## src/rtl/line_buffer_multi.sv

```systemverilog
// Multi-line delay buffer presenting one vertical tap column per accepted pixel.
// Optional top-border zero padding of unfilled rows: define LINE_BUFFER_BORDER_ZERO_EN.
module line_buffer_multi #(
    parameter int DATA_WIDTH = 8,
    parameter int NUM_LINES  = 2,
    parameter int MAX_WIDTH  = 32,
    parameter int PTR_WIDTH  = $clog2(MAX_WIDTH)
) (
    input  logic                              clk,
    input  logic                              rst,
    input  logic [PTR_WIDTH:0]                cfg_width,
    input  logic                              flush,
    input  logic                              in_valid,
    output logic                              in_ready,
    input  logic [DATA_WIDTH-1:0]             in_data,
    output logic                              out_valid,
    input  logic                              out_ready,
    output logic [(NUM_LINES+1)*DATA_WIDTH-1:0] out_taps,
    output logic [PTR_WIDTH-1:0]              out_col,
    output logic                              out_eol,
    output logic                              out_primed
);

    localparam int FILL_WIDTH = $clog2(NUM_LINES + 1);
    localparam logic [FILL_WIDTH-1:0] FILL_FULL = FILL_WIDTH'(NUM_LINES);
    localparam logic [PTR_WIDTH:0]    WIDTH_MAX = (PTR_WIDTH + 1)'(MAX_WIDTH);
    localparam logic [PTR_WIDTH:0]    WIDTH_ONE = (PTR_WIDTH + 1)'(1);

    logic [DATA_WIDTH-1:0] mem [NUM_LINES][MAX_WIDTH];
    logic [DATA_WIDTH-1:0] rd  [NUM_LINES];

    logic [PTR_WIDTH-1:0]  col;
    logic [PTR_WIDTH:0]    width_q;
    logic [FILL_WIDTH-1:0] fill_cnt;

    logic                  accept;
    logic                  eol;
    logic                  primed;
    logic [PTR_WIDTH:0]    width_clamped;
    logic [(NUM_LINES+1)*DATA_WIDTH-1:0] taps_next;

    assign in_ready = !rst && !flush && (out_ready || !out_valid);
    assign accept   = in_valid && in_ready;
    assign eol      = ({1'b0, col} == (width_q - WIDTH_ONE));
    assign primed   = (fill_cnt == FILL_FULL);

    assign width_clamped = ((cfg_width == '0) || (cfg_width > WIDTH_MAX)) ? WIDTH_MAX : cfg_width;

    // Every line is read at the current column before the same edge overwrites it.
    always_comb begin
        for (int k = 0; k < NUM_LINES; k++) begin
            rd[k] = mem[k][col];
        end
    end

    always_comb begin
        taps_next = '0;
        taps_next[DATA_WIDTH-1:0] = in_data;
        for (int k = 0; k < NUM_LINES; k++) begin
`ifdef LINE_BUFFER_BORDER_ZERO_EN
            if (int'(fill_cnt) <= k) begin
                taps_next[(k+1)*DATA_WIDTH +: DATA_WIDTH] = '0;
            end else begin
                taps_next[(k+1)*DATA_WIDTH +: DATA_WIDTH] = rd[k];
            end
`else
            taps_next[(k+1)*DATA_WIDTH +: DATA_WIDTH] = rd[k];
`endif
        end
    end

    // Line memories shift one row down per accepted pixel; they are never cleared.
    always_ff @(posedge clk) begin
        if (accept) begin
            mem[0][col] <= in_data;
            for (int k = 1; k < NUM_LINES; k++) begin
                mem[k][col] <= rd[k-1];
            end
        end
    end

    always_ff @(posedge clk or posedge rst) begin
        if (rst) begin
            out_valid  <= 1'b0;
            out_taps   <= '0;
            out_col    <= '0;
            out_eol    <= 1'b0;
            out_primed <= 1'b0;
            col        <= '0;
            fill_cnt   <= '0;
            width_q    <= WIDTH_MAX;
        end else if (flush) begin
            out_valid <= 1'b0;
            col       <= '0;
            fill_cnt  <= '0;
            width_q   <= width_clamped;
        end else if (accept) begin
            out_valid  <= 1'b1;
            out_taps   <= taps_next;
            out_col    <= col;
            out_eol    <= eol;
            out_primed <= primed;
            col        <= eol ? '0 : col + 1'b1;
            if (eol && !primed) begin
                fill_cnt <= fill_cnt + 1'b1;
            end
        end else if (out_ready) begin
            out_valid <= 1'b0;
        end
    end

endmodule

```

## config.mk

```make
export PLATFORM = sky130hd
export DESIGN_NAME = line_buffer_multi
export DESIGN_NICKNAME = d
export VERILOG_FILES = /design/src/rtl/line_buffer_multi.sv
export SDC_FILE = /design/constraint.sdc
export NUM_CORES = 1
export LEC_CHECK = 0
export ABC_AREA = 0
export BUFFER_PORTS_ARGS = -buffer_cell sky130_fd_sc_hd__buf_2
export CAP_MARGIN = 20
export CORE_UTILIZATION = 50
export DETAILED_ROUTE_END_ITERATION = 8
export PLACE_DENSITY = 0.72
export SETUP_SLACK_MARGIN = 0.1
export SYNTH_ARGS = -nofsm -noshare
export SYNTH_HDL_FRONTEND = slang
export SYNTH_SLANG_ARGS = --single-unit
```

## constraint.sdc

```tcl
create_clock -name clk -period 8.03 [get_ports clk]
set_clock_uncertainty 0.15 [all_clocks]
set_input_delay 0.4015 -clock clk [delete_from_list [all_inputs] [get_ports clk]]
set_output_delay 0.4015 -clock clk [all_outputs]
set_load 0.03 [all_outputs]
```

# Word-level counts from Yosys, hierarchy flattened
# Memories as Yosys holds them, arrays and structs flattened.
# Cells that the tools add are included.
word_totals:
  ff_bits: 45
  latchBits: 0
  ram_bits: 512
  rom_bits: 0
  in_bits: 19
  output_inout_bits: 33
  wordCells: 56
  mem_count: 1
mem_list:
  columns: ["name", "depth", "word_bits", "read_ports", "rd_clocked_by_memory_dff", "write_ports", "line_no", "source"]
  rows:
  - ["mem", 2, 256, 2, 0, 2, "29", "logic [DATA_WIDTH-1:0] mem [NUM_LINES][MAX_WIDTH];"]
op_classes:
  n_addsub: 3
  mul: 0
  n_div: 0
  magnitude_cmp: 3
  n_eq_ne: 2
  shift: 0
  n_mux: 20
  bitwise: 2
  n_reduce_logical: 17
ops:
  columns: ["operator", "n"]
  rows:
  - ["2-to-1 mux 256 bit", 1]
  - ["binary-select mux 8 bit (select 5 bit)", 2]
  - ["demux 8 bit (select 5 bit)", 1]
  - ["2-to-1 mux 8 bit", 5]
  - ["2-to-1 mux 5 bit", 3]
  - ["== test 5 x 6 -> 1 bit", 1]
  - [">= comparator 6 bit, second input constant", 1]
  - ["greater-than comparator 6 bit, second input constant", 1]
  - ["logical NOT 6 bit", 1]
  - ["< comparator 6 x 1 -> 1 bit, second input constant", 1]
  - ["2-to-1 mux 2 bit", 3]
  - ["2-to-1 mux 6 bit", 1]
  - ["NOT 5 -> 6 bit", 1]
  - ["subtractor 6 x 1 -> 6 bit, second input constant", 1]
  - ["adder 5 x 1 -> 5 bit, second input constant", 1]
  - ["logical AND 1 bit", 5]
  - ["logical NOT 1 bit", 4]
  - ["2-to-1 mux 1 bit", 4]
  - ["AND reduction 2 bit", 2]
  - ["nonzero test 2 bit", 2]
  - ["nonzero test 3 bit", 1]
  - ["adder 2 x 1 -> 2 bit, second input constant", 1]
  - ["== test 2 bit, second input constant", 1]
  - ["logical OR 1 bit", 2]
  - ["NOT 1 bit", 1]

# Longest topological paths before layout
depth:
  depth_word: 6
  depth_mapped: 8

# Worst setup path before layout
# OpenSTA, ideal clock, no wires.
synth_path:
  path_type: "register to register"
  startpoint: "register out_valid"
  endpoint: "memory mem[0][328] in the netlist's numbering, enable pin"
  setup_ns: 0.388
  arrival_time_ns: 2.221
  required_time_ns: 7.492
  setup_slack_ns: 5.271
  stages_incl_launch_ff: 7
  n_path_buf: 2
  path_cell_list: "dfrtp_1 -> nand2b_1 -> and3_1 -> clkbuf_1 -> clkbuf_1 -> nand2_1 -> nor2_1"
synth_lines:
  columns: ["item", "line_no", "source"]
  rows:
  - ["start, declared", "16", "output logic out_valid,"]
  - ["start signal, assigned", "84", "out_valid <= 1'b0;"]
  - ["start signal, assigned", "93", "out_valid <= 1'b0;"]
  - ["start signal, assigned", "98", "out_valid <= 1'b1;"]
  - ["end, declared", "29", null]

==> metrics.yaml <==
fin_crit_sh: 0.5342
antenna_found_initial: 1
clock_path_buffers: 3
dieArea_mm2: 0.04416
drt_wl_total_mm: 55.02
setup_viol: 0
nNetsFinal: 1359
synth_compound_area_frac: 0.04776
hold_slack_ns: 0.01847
fillCellCount: 3133
hold_viol_final: 0
fp.dieW_um: 210.2
synth.area.mux_share: 0.1214
area_delta_synth_final_pct: 13.52
clockPowerShare: 0.404
pwr-share-comb: 0.068
yosys_warnings: 0
min_period_ns: 4.289
synth_edf_count: 512
power_mw: 6.288
drtAntennaViolNets: 0
crit_arrival_ns: 4.20
synthFlopType: "edfxtp_1"
yosysMostFrequentCell: "edfxtp_1"
synth_cells: 1235
fmax_ghz: 0.2331
synth.distinct_cells: 53
synth_area_leader_cell: "edfxtp_1"
grt_pass1_wl_mm: 78.67
clkLatencyLatePin_ns: 0.62
synth_adder_area_share: 0.003465
p_int_mw: 4.859
htreeDepth: 2
std_cell_rows: 75
seq_area_frac_synth: 0.7618
required_ns: 7.94
clkSinkCount: 557
grt_util_all_layers: 0.2503
route.detailed.drc: 0
synth_top_family_by_area: "multiplexers"
critPathMaxFanout: 115
switching_share: 0.2272
stdcell_area_mm2: 0.02459
synthTopCellsByCount: "edfxtp_1, mux2i_1, o22ai_1, nand2_1, nor2_1"
dr.pass1.iters: 6
cts_tree: "yes"
numPortBuffers: 51
switching_power_mw: 1.429
tns_ns: 0
end_kind: "flop"
viasPerCell: 6.214
synth_top_area_share: 0.7097
wire_per_inst_um: 28.12
p_seq_frac: 0.528
ir_drop_uv: 203.3
rsz0062_at_grt: "no"
gp_congestion: 0.8479
start_util: 0.5119
core_mm2: 0.04232
drt_iter0_markers: 1532
grt-ovfl-total: 0
syn_nets: 1260
maxSlewViolCount: 0
grt_max_degree: 116
cts_setup_buffers: 0
clkTransAtPathRegs_ns: 0.06
dpl.hpwl_mm: 32.04
yosys_register_bits: 557
power.leakage_nw: 7.791
syn_avg_cell_area_um2: 17.54
drv_cap: 0
crit_type: "reg -> reg"
tightest_slew_ns: 1.134
slew_headroom: 0.2421
outcome: "finished clean"
num_antenna_cells: 0
first_global_vias: 11640
ios: 52
synth-xor-area-share: 0.002426
synth-simple-area-share: 0.04470
drive_above_1_share: 0.1674
synthTopCellsByArea: "edfxtp_1, mux2i_1, dfrtp_1"
root_buffer: "clkbuf_16"
die_y_um: 210.2
hold_class: "in -> reg"
ys_async_sr_fraction: 0.08079
cp-start-kind: "flop"
via_count: 12160
numCtsBuffers: 54
netlist_area_mm2: 0.02166
power_density_mw_per_mm2: 255.7
placed_area_mm2: 0.02272
placed cells by master (no fill, tap or decap), types with 6 or more instances in the layout:
cell,n
mux4_2,26
or4_1,8
mux2i_1,202
dfrtp_1,42
inv_1,9
clkbuf_16,54
nor2b_1,7
buf_2,51
nand4_1,6
nor3_1,10
a21oi_1,14
clkbuf_8,8
dlygate4sd3_1,9
ha_1,6
o21ai_0,10
nor2_1,47
nand3_1,9
clkinv_2,12
nand2_1,57
buf_4,48
nor4_1,20
o22ai_1,104
a31oi_1,12
clkbuf_1,20
or3_1,7
o31ai_1,6
edfxtp_1,512
stage by stage:
| step | std cells | utilization | setup slack [ns] |
|---|---|---|---|
| 6_report | 1957 | 0.5811 | 3.741 |
| 5_1_grt | 1957 | 0.5811 | 3.566 |
| 4_1_cts | 1957 | 0.5811 | 3.822 |
| 3_5_place_dp | 1846 | 0.5368 | 3.837 |
| 3_3_place_gp | 1846 | 0.5368 | 3.915 |
| 2_1_floorplan | 1235 | - | 5.271 |
kinds of logic (layout without fill, tap and decap cells):
kind of cell	after synthesis	count (layout)
AO/OA/AOI/OAI	161	161
XOR/XNOR	6	6
adder cells (fa/ha/maj)	6	6
buffers and inverters	79	224
flip-flops	557	557
multiplexers	230	230
AND/OR/NAND/NOR	196	196
state kept, by name (all words and copies together), names as in the netlist:
signal      flops
col             5
fill_cnt        2
mem           512
out_col         5
out_eol         1
out_primed      1
out_taps       24
out_valid       1
width_q         6
path summary, 6_finish.rpt:
check                      startpoint          end  cells past startpoint  slack [ns]
hold / removal              out_ready    out_valid                      3        0.02
setup reg to reg               col[1]  mem[0][326]                      5        3.74
setup / recovery               col[1]  mem[0][326]                      5        3.74
hold reg to reg            out_primed   out_primed                      2        0.32
max in group asynchronous         rst       col[1]                      4        6.75
min in group asynchronous         rst   width_q[2]                      4        0.40
power groups by stage:
stage                     Combinational, mW  Sequential [mW]  Clock [mW]
after floorplan                       0.214             3.42           0
after global placement                0.407             3.38           0
after detailed placement              0.419             3.38           0
after CTS                             0.424             3.32        2.56
after global routing                  0.451             3.32        2.67
final                                 0.425             3.32        2.54
repair_timing:
action,in CTS,in global routing
endpoints found under the hold margin,50,0
resized for setup,0,0
hold buffers,9,0
layer usage:
layer | up-vias | share of wire | GRT usage
li1 | 5142 | - | -
met1 | 6164 | 0.39 | 0.3412
met2 | 723 | 0.48 | 0.4043
met3 | 132 | 0.097 | 0.04276
met4 | 0 | 0.037 | 0.09841
met5 | - | 0 | 0
final cells by class:
class / count / area, um2 / area share
Sequential cell: 557 / 16510 / 0.6712
Multi-Input combinational cell: 599 / 4805 / 0.1954
Clock buffer: 82 / 1536 / 0.06248
Timing Repair Buffer: 109 / 725.7 / 0.02951
Tap cell: 577 / 721.9 / 0.02936
Clock inverter: 20 / 247.7 / 0.01007
Inverter: 13 / 48.80 / 0.001984
worst max-delay path: stages (launching register included):
cell and delay (ns):
dfrtp_4 0.84, buf_12 0.66, mux2i_1 0.32, o22ai_1 0.12, nor4_1 0.66, nand2_1 0.84
Note: power is estimated with default switching activity, not from simulation.
